File: config.mk
export PLATFORM = sky130hd
export DESIGN_NAME = risc_prog_loader
export DESIGN_NICKNAME = d
export VERILOG_FILES = /design/src/rtl/risc_loader_pkg.sv /design/src/rtl/risc_prog_loader_timer.sv /design/src/rtl/risc_prog_loader.sv
export SDC_FILE = /design/constraint.sdc
export NUM_CORES = 1
export LEC_CHECK = 0
export ABC_AREA = 1
export BUFFER_PORTS_ARGS = -buffer_cell sky130_fd_sc_hd__buf_2
export CAP_MARGIN = 20
export CORE_MARGIN = 2
export CORE_UTILIZATION = 45
export CTS_BUF_LIST = sky130_fd_sc_hd__clkbuf_4
export CTS_CLUSTER_SIZE = 12
export DETAILED_ROUTE_END_ITERATION = 10
export HOLD_SLACK_MARGIN = 0.03
export PLACE_DENSITY = 0.68
export SYNTH_ARGS = -nofsm -noshare
export SYNTH_HDL_FRONTEND = slang
export SYNTH_SLANG_ARGS = --single-unit
File: constraint.sdc
create_clock -name clk -period 3.7 [get_ports clk]
set_clock_uncertainty 0.15 [all_clocks]
set_input_delay 0.185 -clock clk [delete_from_list [all_inputs] [get_ports clk]]
set_output_delay 0.185 -clock clk [all_outputs]
set_load 0.02 [all_outputs]
File: src/rtl/risc_loader_pkg.sv
`timescale 1ns/1ps
// risc_loader_pkg: shared encodings for the Risc_top program loader.
// FSM states, error codes, CPU opcodes (3-bit, used by benches to build
// programs) and the CPU reset hold length after a load.
package risc_loader_pkg;

  typedef enum logic [2:0] {
    ST_IDLE   = 3'd0,
    ST_LOAD   = 3'd1,
    ST_VERIFY = 3'd2,
    ST_CPURST = 3'd3,
    ST_RUN    = 3'd4,
    ST_DONE   = 3'd5
  } loader_state_t;

  localparam logic [1:0] ERR_NONE    = 2'd0;
  localparam logic [1:0] ERR_TIMEOUT = 2'd1;
  localparam logic [1:0] ERR_VERIFY  = 2'd2;

  // Risc_top instruction byte is {opcode[2:0], operand_addr[4:0]}
  localparam logic [2:0] OP_HLT = 3'd0;
  localparam logic [2:0] OP_SKZ = 3'd1;
  localparam logic [2:0] OP_ADD = 3'd2;
  localparam logic [2:0] OP_AND = 3'd3;
  localparam logic [2:0] OP_XOR = 3'd4;
  localparam logic [2:0] OP_LDA = 3'd5;
  localparam logic [2:0] OP_STO = 3'd6;
  localparam logic [2:0] OP_JMP = 3'd7;

  // clocks the CPU reset stays high between loading and running
  localparam int CPURST_HOLD = 2;

  // a new load may only be started from a resting state
  function automatic logic is_idle_or_done(input loader_state_t s);
    return (s == ST_IDLE) || (s == ST_DONE);
  endfunction

endpackage

File: src/rtl/risc_prog_loader_timer.sv
`timescale 1ns/1ps
// risc_run_timer: saturating run-clock counter for the loader.
// clear wins over enable; enable low freezes the count. expire flags that
// the current enabled clock is the one that brings the count to TIMEOUT.
module risc_run_timer #(
  parameter int CYC_W   = 16,
  parameter int TIMEOUT = 1000
) (
  input  logic             clk,
  input  logic             rst,
  input  logic             clear,
  input  logic             enable,
  output logic [CYC_W-1:0] count,
  output logic             expire
);

  localparam logic [CYC_W-1:0] LIMIT    = CYC_W'(TIMEOUT);
  localparam logic [CYC_W-1:0] LIMIT_M1 = CYC_W'(TIMEOUT - 1);

  // count enabled clocks, never past TIMEOUT
  always_ff @(posedge clk or negedge rst) begin
    if (!rst) begin
      count <= '0;
    end else if (clear) begin
      count <= '0;
    end else if (enable && (count != LIMIT)) begin
      count <= count + 1'b1;
    end
  end

  assign expire = enable && (count == LIMIT_M1);

endmodule

File: src/rtl/risc_prog_loader.sv
`timescale 1ns/1ps
// risc_prog_loader: streams a program into the Risc_top memory, holds the CPU
// in reset for a fixed time, then runs it and counts clocks until halt or
// timeout. Optional read-back check of the loaded image is enabled by
// defining RISC_LOADER_VERIFY_EN.
module risc_prog_loader
  import risc_loader_pkg::*;
#(
  parameter int ADDR_W  = 5,
  parameter int DATA_W  = 8,
  parameter int CYC_W   = 16,
  parameter int TIMEOUT = 1000
) (
  input  logic              clk,
  input  logic              rst,
  input  logic              start,
  input  logic              in_valid,
  input  logic [DATA_W-1:0] in_data,
  input  logic              in_last,
  output logic              in_ready,
  output logic              mem_we,
  output logic              mem_re,
  output logic [ADDR_W-1:0] mem_addr,
  output logic [DATA_W-1:0] mem_wdata,
  input  logic [DATA_W-1:0] mem_rdata,
  output logic              cpu_rst,
  input  logic              halt,
  output logic              busy,
  output logic              done,
  output logic [1:0]        err_code,
  output logic [CYC_W-1:0]  cycles
);

  localparam int DEPTH = 2 ** ADDR_W;
  localparam logic [ADDR_W-1:0] LAST_ADDR = ADDR_W'(DEPTH - 1);
  localparam logic [1:0]        HOLD_LAST = 2'(CPURST_HOLD - 1);

  loader_state_t     state_reg;
  logic [ADDR_W-1:0] ptr_reg;
  logic [1:0]        hold_reg;

  logic start_take;
  logic handshake;
  logic load_end;
  logic timer_en;
  logic timer_expire;

  assign start_take = start && is_idle_or_done(state_reg);
  assign handshake  = (state_reg == ST_LOAD) && in_valid && in_ready;
  // the last byte is either flagged or the one landing on the top address
  assign load_end   = handshake && (in_last || (ptr_reg == LAST_ADDR));
  assign timer_en   = (state_reg == ST_RUN) && !halt;

  risc_run_timer #(
    .CYC_W   (CYC_W),
    .TIMEOUT (TIMEOUT)
  ) u_timer (
    .clk    (clk),
    .rst    (rst),
    .clear  (start_take),
    .enable (timer_en),
    .count  (cycles),
    .expire (timer_expire)
  );

`ifdef RISC_LOADER_VERIFY_EN
  logic [DATA_W-1:0] shadow_mem [DEPTH];
  logic [DATA_W-1:0] shadow_q;
  logic [ADDR_W-1:0] last_reg;
  logic [ADDR_W-1:0] vaddr_reg;
  logic              issue_done_reg;
  logic              cmp_valid_reg;
  logic [ADDR_W-1:0] cmp_addr_reg;
  logic              verify_bad;
  logic              verify_last;

  // shadow copy of every accepted byte; read follows the issued read address
  always_ff @(posedge clk) begin
    if (handshake) begin
      shadow_mem[ptr_reg] <= in_data;
    end
    shadow_q <= shadow_mem[mem_addr];
  end

  // align the compare with memory read data, one cycle after mem_re
  always_ff @(posedge clk or negedge rst) begin
    if (!rst) begin
      cmp_valid_reg <= 1'b0;
      cmp_addr_reg  <= '0;
    end else begin
      cmp_valid_reg <= mem_re;
      cmp_addr_reg  <= mem_addr;
    end
  end

  assign verify_bad  = cmp_valid_reg && (mem_rdata != shadow_q);
  assign verify_last = cmp_valid_reg && (cmp_addr_reg == last_reg);
`else
  logic unused_rdata;
  assign unused_rdata = ^mem_rdata;
  assign mem_re       = 1'b0;
`endif

  // loader sequencing: load, optional read-back, CPU reset hold, run, report
  always_ff @(posedge clk or negedge rst) begin
    if (!rst) begin
      state_reg <= ST_IDLE;
      ptr_reg   <= '0;
      hold_reg  <= '0;
      in_ready  <= 1'b0;
      mem_we    <= 1'b0;
      mem_addr  <= '0;
      mem_wdata <= '0;
      cpu_rst   <= 1'b1;
      busy      <= 1'b0;
      done      <= 1'b0;
      err_code  <= ERR_NONE;
`ifdef RISC_LOADER_VERIFY_EN
      mem_re         <= 1'b0;
      last_reg       <= '0;
      vaddr_reg      <= '0;
      issue_done_reg <= 1'b0;
`endif
    end else begin
      mem_we <= 1'b0;
`ifdef RISC_LOADER_VERIFY_EN
      mem_re <= 1'b0;
`endif
      case (state_reg)
        ST_IDLE, ST_DONE: begin
          if (start) begin
            state_reg <= ST_LOAD;
            ptr_reg   <= '0;
            done      <= 1'b0;
            err_code  <= ERR_NONE;
            in_ready  <= 1'b1;
            busy      <= 1'b1;
            cpu_rst   <= 1'b1;
          end
        end
        ST_LOAD: begin
          if (handshake) begin
            mem_we    <= 1'b1;
            mem_addr  <= ptr_reg;
            mem_wdata <= in_data;
            if (ptr_reg != LAST_ADDR) begin
              ptr_reg <= ptr_reg + 1'b1;
            end
            if (load_end) begin
              in_ready <= 1'b0;
`ifdef RISC_LOADER_VERIFY_EN
              state_reg      <= ST_VERIFY;
              last_reg       <= ptr_reg;
              vaddr_reg      <= '0;
              issue_done_reg <= 1'b0;
`else
              state_reg <= ST_CPURST;
              hold_reg  <= '0;
`endif
            end
          end
        end
`ifdef RISC_LOADER_VERIFY_EN
        ST_VERIFY: begin
          if (!issue_done_reg) begin
            mem_re   <= 1'b1;
            mem_addr <= vaddr_reg;
            if (vaddr_reg == last_reg) begin
              issue_done_reg <= 1'b1;
            end else begin
              vaddr_reg <= vaddr_reg + 1'b1;
            end
          end
          if (verify_bad) begin
            state_reg <= ST_DONE;
            done      <= 1'b1;
            err_code  <= ERR_VERIFY;
            busy      <= 1'b0;
            mem_re    <= 1'b0;
          end else if (verify_last) begin
            state_reg <= ST_CPURST;
            hold_reg  <= '0;
          end
        end
`endif
        ST_CPURST: begin
          if (hold_reg == HOLD_LAST) begin
            state_reg <= ST_RUN;
            cpu_rst   <= 1'b0;
          end else begin
            hold_reg <= hold_reg + 1'b1;
          end
        end
        ST_RUN: begin
          if (halt) begin
            // CPU left out of reset so its state can be inspected
            state_reg <= ST_DONE;
            done      <= 1'b1;
            err_code  <= ERR_NONE;
            busy      <= 1'b0;
          end else if (timer_expire) begin
            state_reg <= ST_DONE;
            done      <= 1'b1;
            err_code  <= ERR_TIMEOUT;
            busy      <= 1'b0;
            cpu_rst   <= 1'b1;
          end
        end
        default: begin
          state_reg <= ST_IDLE;
          in_ready  <= 1'b0;
          busy      <= 1'b0;
          cpu_rst   <= 1'b1;
        end
      endcase
    end
  end

endmodule

Word-level counts from Yosys, hierarchy flattened
Cells that the tools add are included.
{"block": "word_totals", "ff_bits": 46, "word_cells": 99}
{"block": "classes", "add_sub_neg": 3, "eq_ne": 18, "mux": 37, "n_bitwise": 3, "reduce_logical": 26}
{"operator": "$mux W16", "count": 2}
{"operator": "$mux W3", "count": 6}
{"operator": "$add A16 B1 Y16 const B", "count": 1}
{"operator": "$eq A16 B10 Y1 const B", "count": 1}
{"operator": "$ne A16 B10 Y1 const B", "count": 1}
{"operator": "$mux W5", "count": 3}
{"operator": "$ne A2 B2 Y1 const B", "count": 7}
{"operator": "$mux W1", "count": 12}
{"operator": "$mux W2", "count": 6}
{"operator": "$pmux W3 S4", "count": 1}
{"operator": "$reduce_and A4 Y1", "count": 3}
{"operator": "$pmux W5 S2", "count": 1}
{"operator": "$reduce_and A5 Y1", "count": 2}
{"operator": "$pmux W2 S2", "count": 2}
{"operator": "$reduce_bool A2 Y1", "count": 4}
{"operator": "$logic_and A1 B1 Y1", "count": 7}
{"operator": "$eq A3 B3 Y1 const B", "count": 2}
{"operator": "$pmux W1 S3", "count": 2}
{"operator": "$reduce_and A3 Y1", "count": 2}
{"operator": "$reduce_or A2 Y1", "count": 3}
{"operator": "$add A5 B1 Y5 const B", "count": 1}
{"operator": "$eq A5 B5 Y1 const B", "count": 1}
{"operator": "$ne A5 B5 Y1 const B", "count": 1}
{"operator": "$pmux W1 S4", "count": 1}
{"operator": "other kinds (12)", "count": 15}

Depth between registers and ports, before layout
Gate-level depths: netlist of the first run.
{"block": "logic_depth", "ltp_word": 7, "mapped_depth": 11, "depth_no_buf": 11}

By module
From an unflattened synthesis of the first run, not the netlist that was laid out.
{"block": "hier_totals", "cells_unflattened": 349, "area_unflattened_um2": 2617.5}
{"module": "risc_prog_loader", "n_inst": 1, "cells_each": 183, "area_each_um2": 1510.2, "seq_area_each_um2": 726.9}
{"module": "risc_run_timer", "n_inst": 1, "cells_each": 166, "area_each_um2": 1107.3, "seq_area_each_um2": 400.4}

Least setup slack after synthesis of the first run
Ideal clock, no wire load.
{"block": "synth_timing", "kind": "reg-to-reg", "from": "register ptr_reg[0]", "to": "register ptr_reg[0]", "t_arrival_ps": 1424, "slack_ps": 1996, "path_stages_with_launch": 9, "period_less_slack_ps": 1704, "path_cell_list": "dfrtp_1 > ha_1 > nand2_1 > nor2_1 > ha_1 > o21ai_0 > nand4_1 > nand2_1 > o21ai_0"}
{"block": "synth_between", "elab_chain_cells": 4, "word_cells_on_any_way": 7, "classes_between": "add/sub (1); eq/ne (2); mux (3); reduce/logical (1)"}
{"element": "start, declared", "line_no": "risc_prog_loader.sv:39", "rtl": "logic [ADDR_W-1:0] ptr_reg;"}
{"element": "start signal, assigned", "line_no": "risc_prog_loader.sv:147", "rtl": "ptr_reg <= ptr_reg + 1'b1;"}
{"element": "$add A5 B1 Y5", "line_no": "risc_prog_loader.sv:147"}
{"element": "$mux W5", "line_no": "risc_prog_loader.sv:146", "rtl": "if (ptr_reg != LAST_ADDR) begin"}
{"element": "$mux W5", "line_no": "risc_prog_loader.sv:142", "rtl": "if (handshake) begin"}
{"element": "$pmux W5 S2", "line_no": "risc_prog_loader.sv:129", "rtl": "case (state_reg)"}
Parallel ways exist; a longest one is shown, timed or not. The select of a mux whose other input is x is not followed.
A chain may end at the register's enable or synchronous reset.

Worst setup path in the final report of the first run
{"block": "layout_timing", "from": "register u_timer.count[0]", "to": "register u_timer.count[11]"}
{"block": "layout_between", "elab_chain_cells": 3, "word_cells_on_any_way": 6, "classes_between": "add/sub (1); eq/ne (1); mux (2); reduce/logical (2)"}
{"element": "start, declared", "line_no": "risc_prog_loader_timer.sv:13", "rtl": "output logic [CYC_W-1:0] count,"}
{"element": "start signal, assigned", "line_no": "risc_prog_loader_timer.sv:27", "rtl": "count <= count + 1'b1;"}
{"element": "$add A16 B1 Y16 / $ne A16 B10 Y1 (equally long branches)", "line_no": "risc_prog_loader_timer.sv:27, risc_prog_loader_timer.sv:26"}
{"element": "$mux W16 / $logic_and A1 B1 Y1 (equally long branches)", "line_no": "risc_prog_loader_timer.sv:26", "rtl": "end else if (enable && (count != LIMIT)) begin"}
{"element": "$mux W16 / $reduce_bool A2 Y1 (equally long branches)"}
Parallel ways exist; a longest one is shown, timed or not. The select of a mux whose other input is x is not followed.

==> results.md, run 1 <==
- Status: finished, final reports clean
- Die ar.: 0.00631 sq mm
- DP HPWL: 3950 um
- I/O Pins: 59
- Cells after DPL: 458
- Switching Share: 46.2%
- Post-CTS setup buffer count: 0
- First-pass GRT wire length: 9690 um
- Setup crit start kind: flop
- Routability cong.: 0.880
- Overall Global Routing Usage: 19.0%
- Drt first-iter violations: 166
- Top Registers: u_timer.count (16), mem_wdata (8)
- Share of cells above drive strength 1: 21.7%
- Slowest stage delay, CP: 490 ps
- Fill cells: 527
- WL/cell: 11.6 um
- Slew headroom: 65.3%
- Routed Antenna Nets: 0
- Initial cell density of the core: 46.5%
- Yosys reg bits: 45
- Count of cell types in the netlist: 29
- Seq/Total Area, Yosys: 44.0%
- Die height: 79.4 um
- Total Wirelength: 5560 um
- Cell mode on critical path: nand2_1
- Post-Syn Area: 0.00256 sq mm
- CTS root buf: clkbuf_4
- Initial antenna violation count: 0
- Peak Freq: 512 MHz
- DRT Pass-1 Iters: 4
- Commonest non-fill, non-tap cell in the layout: nand2_1
- P per Cell Area: 583 mW/mm^2
- Most common flop cell mapped by yosys: dfrtp_1
- Comb power frac: 43.6%
- Cts repair resizes: 0
- CTS clock-pin slew for the worst setup and hold paths: 150 ps
- Slew @ Worst Pin: 520 ps
- CP bufs+invs: 1
- Setup violators final: 0
- Fin. Hold Viols: 0
- Routed via count: 2336
- GR Overflow Total: 0
- # DRC: 0
- Crit-path max FO: 11
- Pint: 948 uW
- Hold WC Path Type: in -> reg
- Max-cap viol count: 0
- Switch Pwr: 814 uW
- Crit path DAT: 2120 ps
- Clock Latency Late Sink: 370 ps
- CTS Buf Count: 5
- Post-CTS Hold Fix Bufs: 10
- Synth-to-layout area growth: 18.0%
- PortBufs: 48
- Core area: 0.00551 sq mm
- Largest reg by FF count: u_timer.count
- Number of H-tree levels: 2
- Largest net degree at the start of global routing: 46
- Critical path type: reg -> reg
- Cells along the critical path: inv_1 > ha_1 > nand2_1 > nor2_1 > nand2_1 > nor2_1 > nor2_2 > nand4_1 > nand2_1
- Most frequent cells in the layout: 135 x nand2_1, 48 x buf_2, 44 x dfrtp_1, 34 x nor2_1, 29 x inv_1
- Tmin final: 1950 ps
- Kind of end point of the critical path: flop
- Ys async rst share: 100%
- Mapped Avg Cell Area: 7.45 sq um
- EDFF count, synth: 0
- Site Rows: 27
- Period Utilization, post-route: 52.8%
- DR vias/cell: 4.90
- CP max stage cell: dfrtp_1
- Final std cells w/o fill: 477
- Antenna cells: 0
- Static leakage: 0.00164 uW
- CTS tree: done
- Die X: 79.4 um
- RSZ-0062 raised after global routing: false
- Vias in the first global route: 2179
- Setup TNS Final: 0 ps
- Max VDD drop: 0.249 mV
- Fin. max-slew vios: 0
- Nets: 431
- Clock share of power: 14.7%
- Clk sinks: 45
- Synth Warn #: 0
- Post-Synthesis Cells: 344
- Clock Path Buffers: 2
- Crit path max-delay family: simple AND/OR/NAND/NOR gates
- Max FFs per register: 16
- Sequential Power Share: 41.7%
- Required time worst endpoint: 3860 ps
cell families (layout without fill, tap and decap cells):
group           after synthesis  after routing  share of synthesized area [%]
compound gates               20             20                           4.89
fa+ha+maj                     5              5                           2.44
buf+inv                      44            104                           7.77
xor+xnor                      6              6                           2.05
simple gates                223            223                           38.7
other cells                   1              2                          0.146
flops                        45             45                           44.0
through the flow:
step                      total power (uW)  hold WS, ps  area, sq um  worst slack (ps)  util, %
after floorplan                       1310         -261         2560              2000        -
after global placement                1490          230         2840              1820     51.6
after detailed placement              1510          237         2840              1780     51.6
after CTS                             1780         71.3         3000              1750     54.5
after global routing                  1910          122         3020              1570     54.9
final                                 1760         79.8         3020              1750     54.9
layer usage:
layer	global-route usage [%]	routed length [um]	vias up	share of wire, %
li1	-	-	1195	-
met1	25.7	2660	1067	48
met2	31.4	2580	65	46
met3	3.28	244	9	4.4
met4	5.52	69	0	1.2
met5	0	0	-	0
cells in the mapped netlist (3+ instances only):
| cell type | n | area (sq um) |
|---|---|---|
| buf_4 | 4 | 30.0 |
| dfrtp_1 | 44 | 1100 |
| ha_1 | 5 | 62.6 |
| inv_1 | 29 | 109 |
| inv_2 | 6 | 22.5 |
| nand2_1 | 135 | 507 |
| nand2_2 | 4 | 25.0 |
| nand3_1 | 23 | 115 |
| nand4_1 | 14 | 87.6 |
| nor2_1 | 34 | 128 |
| nor2_2 | 3 | 18.8 |
| o21ai_0 | 12 | 60.1 |
| o21ai_2 | 5 | 43.8 |
| xor2_1 | 6 | 52.6 |
layout make-up:
type	count	area (sq um)	share of cell area, %
clock buffer	5	37.5	1.24
clock inverter	3	25.0	0.828
inverter	37	144	4.76
multi-input combinational	256	1240	41.0
sequential	45	1130	37.3
tap	72	90.1	2.98
timing repair buffer	59	360	11.9
worst register-to-register path, stage by stage, from the launching register on:
cell and delay [ps]:
dfrtp_1 490, inv_1 120, ha_1 230, nand2_1 70
nor2_1 40, nand2_1 60, nor2_1 50, nor2_2 400
nand4_1 200, nand2_1 100
final timing paths:
check	depth (start not counted)	slack, ps	end	startpoint
worst max-delay path	9	1750	u_timer.count[11]	u_timer.count[0]
worst min-delay path	5	80	state_reg[1]	in_last
worst max register to register	9	1750	u_timer.count[11]	u_timer.count[0]
worst min register to register	2	340	mem_addr[2]	mem_addr[2]
max in group asynchronous	3	2820	mem_wdata[0]	rst
min in group asynchronous	2	90	hold_reg[0]	rst
power by group through the flow:
stage / logic [uW] / registers, uW / clock network (uW)
global route: 869 / 757 / 284
floorplan: 461 / 848 / 0
detailed placement: 763 / 744 / 0
CTS: 772 / 735 / 269
global placement: 751 / 743 / 0
finish: 768 / 735 / 259
No activity file was read; power rests on OpenSTA's default activity.
==> inputs of run 2 (changes only) <==
Settings changed: ABC_AREA 1 to 0, PLACE_DENSITY 0.68 to 0.69.
Clock period 3.7 ns to 1.99 ns, I/O delays scaled along.
==> run 2 against run 1 <==
  * The flow now finishes with violations (negative setup slack)
  * Maximum frequency is 9.8% lower
  * Flip-flop and latch count stayed put
  * Global-route usage is 0.22 points higher
  * Via count is 17% lower
  * Sequential share of layout area is 0.66 points lower
  * Count of clock-buffer cells in the layout is 2 higher
  * First-iteration DRC count is 60% lower
  * Largest power group unchanged
  * Highest routed layer unchanged
==> results.md, run 2 <==
- Status: complete, but fails checks (was finished, final reports clean)
- Failing checks: negative setup slack
- GR Overflow Total: 0 (unchanged)
- Die X: 74.4 um (was 79.4 um)
- DR vias/cell: 5.09 (was 4.90)
- Ys async rst share: 100% (unchanged)
- Met3 Use GR: 3.79% (was 3.28%)
- Most used routing layer: met2 (unchanged)
- Synth-to-layout area growth: 38.6% (was 18.0%)
- Site Rows: 25 (was 27)
- Worst hold slack: 65.6 ps (was 79.8 ps)
- Switching Share: 38.9% (was 46.2%)
- Die ar.: 0.00553 sq mm (was 0.00631 sq mm)
- RSZ-0062 raised after global routing: true (was false)
- Fill cells: 422 (was 527)
- Clock share of power: 13.6% (was 14.7%)
- Antenna cells: 0 (unchanged)
- I/O Pins: 59 (unchanged)
- Comb power frac: 46.4% (was 43.6%)
- Clock Latency Late Sink: 360 ps (was 370 ps)
- DP HPWL: 3580 um (was 3950 um)
- P per Cell Area: 1070 mW/mm^2 (was 583 mW/mm^2)
- Critical path type: reg -> reg (unchanged)
- Largest reg by FF count: u_timer.count (unchanged)
- Vias in the first global route: 1779 (was 2179)
- Yosys reg bits: 45 (unchanged)
- Static leakage: 0.00153 uW (was 0.00164 uW)
- EDFF count, synth: 0 (unchanged)
- Period Utilization, post-route: 109% (was 52.8%)
- Top Registers: u_timer.count (16), mem_wdata (8) (unchanged)
- Max VDD drop: 0.720 mV (was 0.249 mV)
- Crit path DAT: 2280 ps (was 2120 ps)
- Total Wirelength: 5020 um (was 5560 um)
- Number of H-tree levels: 2 (unchanged)
- CTS tree: done (unchanged)
- Synth Warn #: 0 (unchanged)
- Share of cells above drive strength 1: 41.7% (was 21.7%)
- Switch Pwr: 1290 uW (was 814 uW)
- Required time worst endpoint: 2110 ps (was 3860 ps)
- Crit path from: u_timer.count[14] (was u_timer.count[0])
- Cells after DPL: 355 (was 458)
- Pint: 2030 uW (was 948 uW)
- Top-count cell post-synth: dfrtp_1 (was nand2_1)
- WL/cell: 13.3 um (was 11.6 um)
- PortBufs: 48 (unchanged)
- Max-cap viol count: 0 (unchanged)
- Post-Syn Area: 0.00223 sq mm (was 0.00256 sq mm)
- Commonest non-fill, non-tap cell in the layout: buf_2 (was nand2_1)
- RR Endpoint: busy (was u_timer.count[11])
- Initial cell density of the core: 46.9% (was 46.5%)
- Clk sinks: 45 (unchanged)
- Nets: 338 (was 431)
- Setup violators final: 16 (was 0)
- Most common flop cell mapped by yosys: dfrtp_1 (unchanged)
- Initial antenna violation count: 0 (unchanged)
- Commonest cells post-synth: 44 x dfrtp_1, 16 x mux2_2, 15 x nand2_1, 15 x nor2_1, 13 x o21ai_0 (was 135 x nand2_1, 44 x dfrtp_1, 34 x nor2_1)
- Count of cell types in the netlist: 42 (was 29)
- Setup crit start kind: flop (unchanged)
- Synth top area cells: dfrtp_1 49%, mux2_2 8.1%, o21ai_0 2.9%, ha_1 2.8%, nand2_1 2.5% (was dfrtp_1 43%, nand2_1 20%, nor2_1 5.0%, nand3_1 4.5%, inv_1 4.3%)
- Die height: 74.4 um (was 79.4 um)
- Met2 GRT Util: 32.0% (was 31.4%)
- CTS Buf Count: 5 (unchanged)
- Yosys top cell area share: 49.4% (was 43.0%)
- Area used by multi-input combinational logic: 0.00113 sq mm (was 0.00124 sq mm)
- Core area: 0.00475 sq mm (was 0.00551 sq mm)
- Most frequent cells in the layout: 48 x buf_2, 41 x dfrtp_1, 34 x buf_4, 15 x nand2_1, 15 x nor2_1 (was 135 x nand2_1, 48 x buf_2, 44 x dfrtp_1, 34 x nor2_1, 29 x inv_1)
- CTS root buf: clkbuf_4 (unchanged)
- Kind of end point of the critical path: flop (unchanged)
- CTS clock-pin slew for the worst setup and hold paths: 130 ps (was 150 ps)
- Fin. Hold Viols: 0 (unchanged)
- First-pass GRT wire length: 8220 um (was 9690 um)
- Sequential Power Share: 40.0% (was 41.7%)
- Tmin final: 2170 ps (was 1950 ps)
- Overall Global Routing Usage: 19.3% (was 19.0%)
- Mapped Avg Cell Area: 10.3 sq um (was 7.45 sq um)
- R2R Setup Slk: -180 ps (was 1750 ps)
- Crit-path max FO: 4 (was 11)
- DRT Pass-1 Iters: 4 (unchanged)
- Routability cong.: 0.821 (was 0.880)
- Routed Antenna Nets: 0 (unchanged)
- Peak Freq: 462 MHz (was 512 MHz)
- Fin worst setup slack: -177 ps (was 1750 ps)
- Seq/Total Area, Yosys: 50.6% (was 44.0%)
- Fin. max-slew vios: 0 (unchanged)
- Clock Path Buffers: 2 (unchanged)
- CP endpoint: busy (was u_timer.count[11])
- RR Startpoint: u_timer.count[14] (was u_timer.count[0])
- Register area: 0.00113 sq mm (about the same)
- Grt met1 use: 26.1% (was 25.7%)
- Routed via count: 1930 (was 2336)
- R2r worst-path depth: 4 (was 9)
- Max FFs per register: 16 (unchanged)
- Drt first-iter violations: 67 (was 166)
- Final std cells w/o fill: 379 (was 477)
- # DRC: 0 (unchanged)
- Area leader, netlist: dfrtp_1 (unchanged)
- Post-Synthesis Cells: 216 (was 344)
- Largest net degree at the start of global routing: 20 (was 46)
- Hold WC Path Type: in -> reg (unchanged)
[run 2: power groups by stage]
stage / Sequential, uW / Clock, uW / Combinational (uW)
after floorplan: 1560 / 0 / 745
after global placement: 1320 / 0 / 1420
after detailed placement: 1340 / 0 / 1460
after CTS: 1320 / 460 / 1530
after global routing: 1350 / 495 / 1690
final: 1330 / 451 / 1540
[run 2: kinds of logic (layout without fill, tap and decap cells)]
logic type	Yosys count	after routing	synth area share, %
fa+ha+maj	5	5	2.81
mux	19	19	9.43
simple gates	81	81	19.3
buf+inv	18	113	3.48
compound gates	39	39	11.1
other cells	1	2	0.168
flops	45	45	50.6
xor+xnor	8	8	3.14
[run 2: how the worst min path moves through the flow]
| stage | start | endpoint | slack [ps] | depth (start not counted) |
|---|---|---|---|---|
| global placement | rst | state_reg[0] | -120 | 1 |
| finish | in_valid | state_reg[1] | 70 | 4 |
| detailed placement | rst | state_reg[0] | -130 | 1 |
| global route | in_last | in_ready | 90 | 4 |
| CTS | in_last | in_ready | 50 | 4 |
| floorplan | rst | busy | -350 | 0 |
[run 2: critical path: stages, from the launching register on]
cell,delay (ps)
dfrtp_2,410
or4_1,500
or4_4,460
or3_4,360
a31o_2,200
[run 2: layout make-up]
| cell class | count | area share [%] |
|---|---|---|
| timing repair buffer | 98 | 21.4 |
| inverter | 7 | 0.851 |
| clock inverter | 1 | 0.162 |
| sequential | 45 | 36.6 |
| multi-input combinational | 154 | 36.6 |
| tap | 67 | 2.71 |
| clock buffer | 7 | 1.70 |
[run 2: timing repair]
| item | CTS | global route |
|---|---|---|
| hold endpoints to repair | 55 | 0 |
| endpoints found under the setup margin | 20 | 22 |
| hold buffers | 13 | 0 |
| pin swaps | 7 | 3 |
| buffers inserted | 2 | 1 |
| gates resized for setup | 7 | 10 |
| gates cloned | 0 | 0 |
[run 2: layer usage]
metal	wire length, um	vias up	part of all wire, %
li1	-	961	-
met1	2360	919	47
met2	2440	48	49
met3	202	2	4.0
met4	18	0	0.36
met5	0	-	0
[run 2: stage by stage]
stage,setup TNS (ps),util [%],setup WS (ps),total power (uW),area [sq um]
6_report,-1620,64.9,-177,3320,3090
2_1_floorplan,-1760,-,-227,2300,2290
3_5_place_dp,-1750,59.0,-225,2790,2810
4_1_cts,-1630,64.0,-181,3310,3040
3_3_place_gp,-1340,59.0,-175,2750,2810
5_1_grt,-2650,64.9,-222,3540,3090
==> inputs of run 3 (changes only) <==
Settings changed: GPL_TIMING_DRIVEN from default to 0, SLEW_MARGIN from default to 20.
==> run 3 against run 2 <==
  * Hold slack improved by 2.5 ps
  * Utilization fell by 2.5 points
  * The run still ends with negative setup slack left
  * Final cell count decreased by 4.2%
  * Design area decreased by 3.8%
  * Highest routed layer unchanged
  * Via count shrank 1.7%
==> results.md, run 3 (synthesis gave the netlist of run 2 again) <==
- Status: complete, but fails checks (unchanged)
- Failing checks: negative setup slack (unchanged)
- Largest net degree at the start of global routing: 46 (was 20)
- CTS tree: done (unchanged)
- Fin worst setup slack: -245 ps (was -177 ps)
- CP max stage cell: or4_1 (unchanged)
- Cells after DPL: 332 (was 355)
- I/O Pins: 59 (unchanged)
- Fin. max-slew vios: 0 (unchanged)
- Sequential Power Share: 38.0% (was 40.0%)
- Kind of end point of the critical path: flop (unchanged)
- DR vias/cell: 5.23 (was 5.09)
- Post-Route Utilization: 62.5% (was 64.9%)
- Max VDD drop: 0.606 mV (was 0.720 mV)
- Nets: 322 (was 338)
- Crit path max-delay family: simple AND/OR/NAND/NOR gates (unchanged)
- Largest reg by FF count: u_timer.count (unchanged)
- CTS root buf: clkbuf_4 (unchanged)
- RSZ-0062 raised after global routing: true (unchanged)
- Top Registers: u_timer.count (16), mem_wdata (8) (unchanged)
- Slowest stage delay, CP: 510 ps (was 500 ps)
- Initial antenna violation count: 0 (unchanged)
- Clk sinks: 45 (unchanged)
- Clock share of power: 16.5% (was 13.6%)
- Setup crit start kind: flop (unchanged)
- Total Wirelength: 4930 um (was 5020 um)
- PortBufs: 48 (unchanged)
- Synth-to-layout area growth: 33.3% (was 38.6%)
- WL/cell: 13.6 um (was 13.3 um)
- # DRC: 0 (unchanged)
- P per Cell Area: 1170 mW/mm^2 (was 1070 mW/mm^2)
- Routed via count: 1898 (was 1930)
- First-pass GRT wire length: 7710 um (was 8220 um)
- Pint: 2160 uW (was 2030 uW)
- Setup violators final: 15 (was 16)
- Cells along the critical path: or4_1 > or4_4 > or3_4 > a31o_2 (unchanged)
- Static leakage: 0.00143 uW (was 0.00153 uW)
- Core area: 0.00475 sq mm (unchanged)
- CP bufs+invs: 0 (unchanged)
- Peak Freq: 447 MHz (was 462 MHz)
- Final std cells w/o fill: 363 (was 379)
- Share of cells above drive strength 1: 38.5% (was 41.7%)
- Comb power frac: 45.5% (was 46.4%)
- Switching Share: 37.8% (was 38.9%)
- Number of H-tree levels: 2 (unchanged)
- Tmin final: 2240 ps (was 2170 ps)
- Clock Latency Late Sink: 370 ps (was 360 ps)
- Site Rows: 25 (unchanged)
- Drt first-iter violations: 60 (was 67)
- Antenna cells: 0 (unchanged)
- Required time worst endpoint: 2100 ps (was 2110 ps)
- Initial cell density of the core: 46.9% (unchanged)
- Crit path DAT: 2350 ps (was 2280 ps)
- Fin. Hold Viols: 0 (unchanged)
- Slew @ Worst Pin: 547 ps
- Max FFs per register: 16 (unchanged)
- Switch Pwr: 1310 uW (was 1290 uW)
- CTS clock-pin slew for the worst setup and hold paths: 140 ps (was 130 ps)
- Overall Global Routing Usage: 18.2% (was 19.3%)
- Commonest non-fill, non-tap cell in the layout: buf_2 (unchanged)
- Clock Path Buffers: 2 (unchanged)
- DRT Pass-1 Iters: 4 (unchanged)
- Most frequent cells in the layout: 47 x buf_2, 41 x dfrtp_1, 16 x buf_4 (was 48 x buf_2, 41 x dfrtp_1, 34 x buf_4, 15 x nand2_1, 15 x nor2_1)
- Die height: 74.4 um (unchanged)
- Critical path type: reg -> reg (unchanged)
- Vias in the first global route: 1706 (was 1779)
- CTS Buf Count: 5 (unchanged)
- Period Utilization, post-route: 112% (was 109%)
- Routed Antenna Nets: 0 (unchanged)
- Die ar.: 0.00553 sq mm (unchanged)
- Routability cong.: 0.763 (was 0.821)
- DP HPWL: 3160 um (was 3580 um)
- Slew headroom: 63.5%
- Hold WC Path Type: in -> reg (unchanged)
- Max-cap viol count: 0 (unchanged)
- GR Overflow Total: 0 (unchanged)
- Crit-path max FO: 4 (unchanged)
- Die X: 74.4 um (unchanged)
## run 3: changes by cell type in the layout (fill, tap and decap cells not counted), sizes merged
cell	before	now
buf	85	66
bufinv	0	1
clkbuf	7	11
dlygate4sd3	13	11
## run 3: cell type report
class | count | area (sq um)
Tap cell | 67 | 83.8
Clock inverter | 2 | 33.8
Clock buffer | 6 | 45.0
Fill cell | 410 | 1780
Buffer | 8 | 43.8
Timing Repair Buffer | 74 | 473
Sequential cell | 45 | 1130
Inverter | 7 | 26.3
Multi-Input combinational cell | 154 | 1130
## run 3: worst paths after layout
kind | cells after the start | startpoint | endpoint | slack (ps)
max | 4 | u_timer.count[14] | busy | -250
min | 4 | in_valid | state_reg[1] | 70
max reg2reg | 4 | u_timer.count[14] | busy | -250
min reg2reg | 2 | cpu_rst | cpu_rst | 330
max in group asynchronous | 2 | rst | u_timer.count[14] | 1200
min in group asynchronous | 2 | rst | u_timer.count[1] | 100
## run 3: power by group through the flow
stage	registers (uW)	clock network [uW]	logic, uW
6_report	1320	572	1580
5_1_grt	1350	613	1740
4_1_cts	1320	578	1470
3_5_place_dp	1350	0	1340
3_3_place_gp	1350	0	1320
2_1_floorplan	1560	0	745
## run 3: routing by layer
| metal | wire, um | track usage (%) | vias up |
|---|---|---|---|
| met2 | 2440 | 31.3 | 40 |
| met3 | 192 | 4.74 | 5 |
| met4 | 55 | 4.76 | 0 |
| li1 | - | - | 931 |
| met1 | 2240 | 22.9 | 922 |
| met5 | 0 | 0 | - |
## run 3: tightest hold or removal path, cell delays in order
cell	delay, ps
buf_2	110
o211ai_1	130
mux2_2	170
nor2_1	40
## run 3: metrics by stage
stage                     setup TNS (ps)  setup WS, ps  cell area, sq um  hold WS [ps]  power [uW]
final                              -1880          -245              2970          68.1        3460
after floorplan                    -1760          -227              2290          -346        2300
after global placement             -5980          -421              2620           178        2670
after CTS                          -2680          -240              2900          73.6        3360
after global routing               -3140          -279              2970           102        3700
after detailed placement           -6190          -422              2620           166        2690
## run 3: timing repair
action / CTS / global route
hold buffers: 11 / 0
setup endpoints to repair: 34 / 37
hold endpoints to repair: 58 / 0
pin swaps: 9 / 6
setup buffers: 9 / 6
resized for setup: 8 / 15
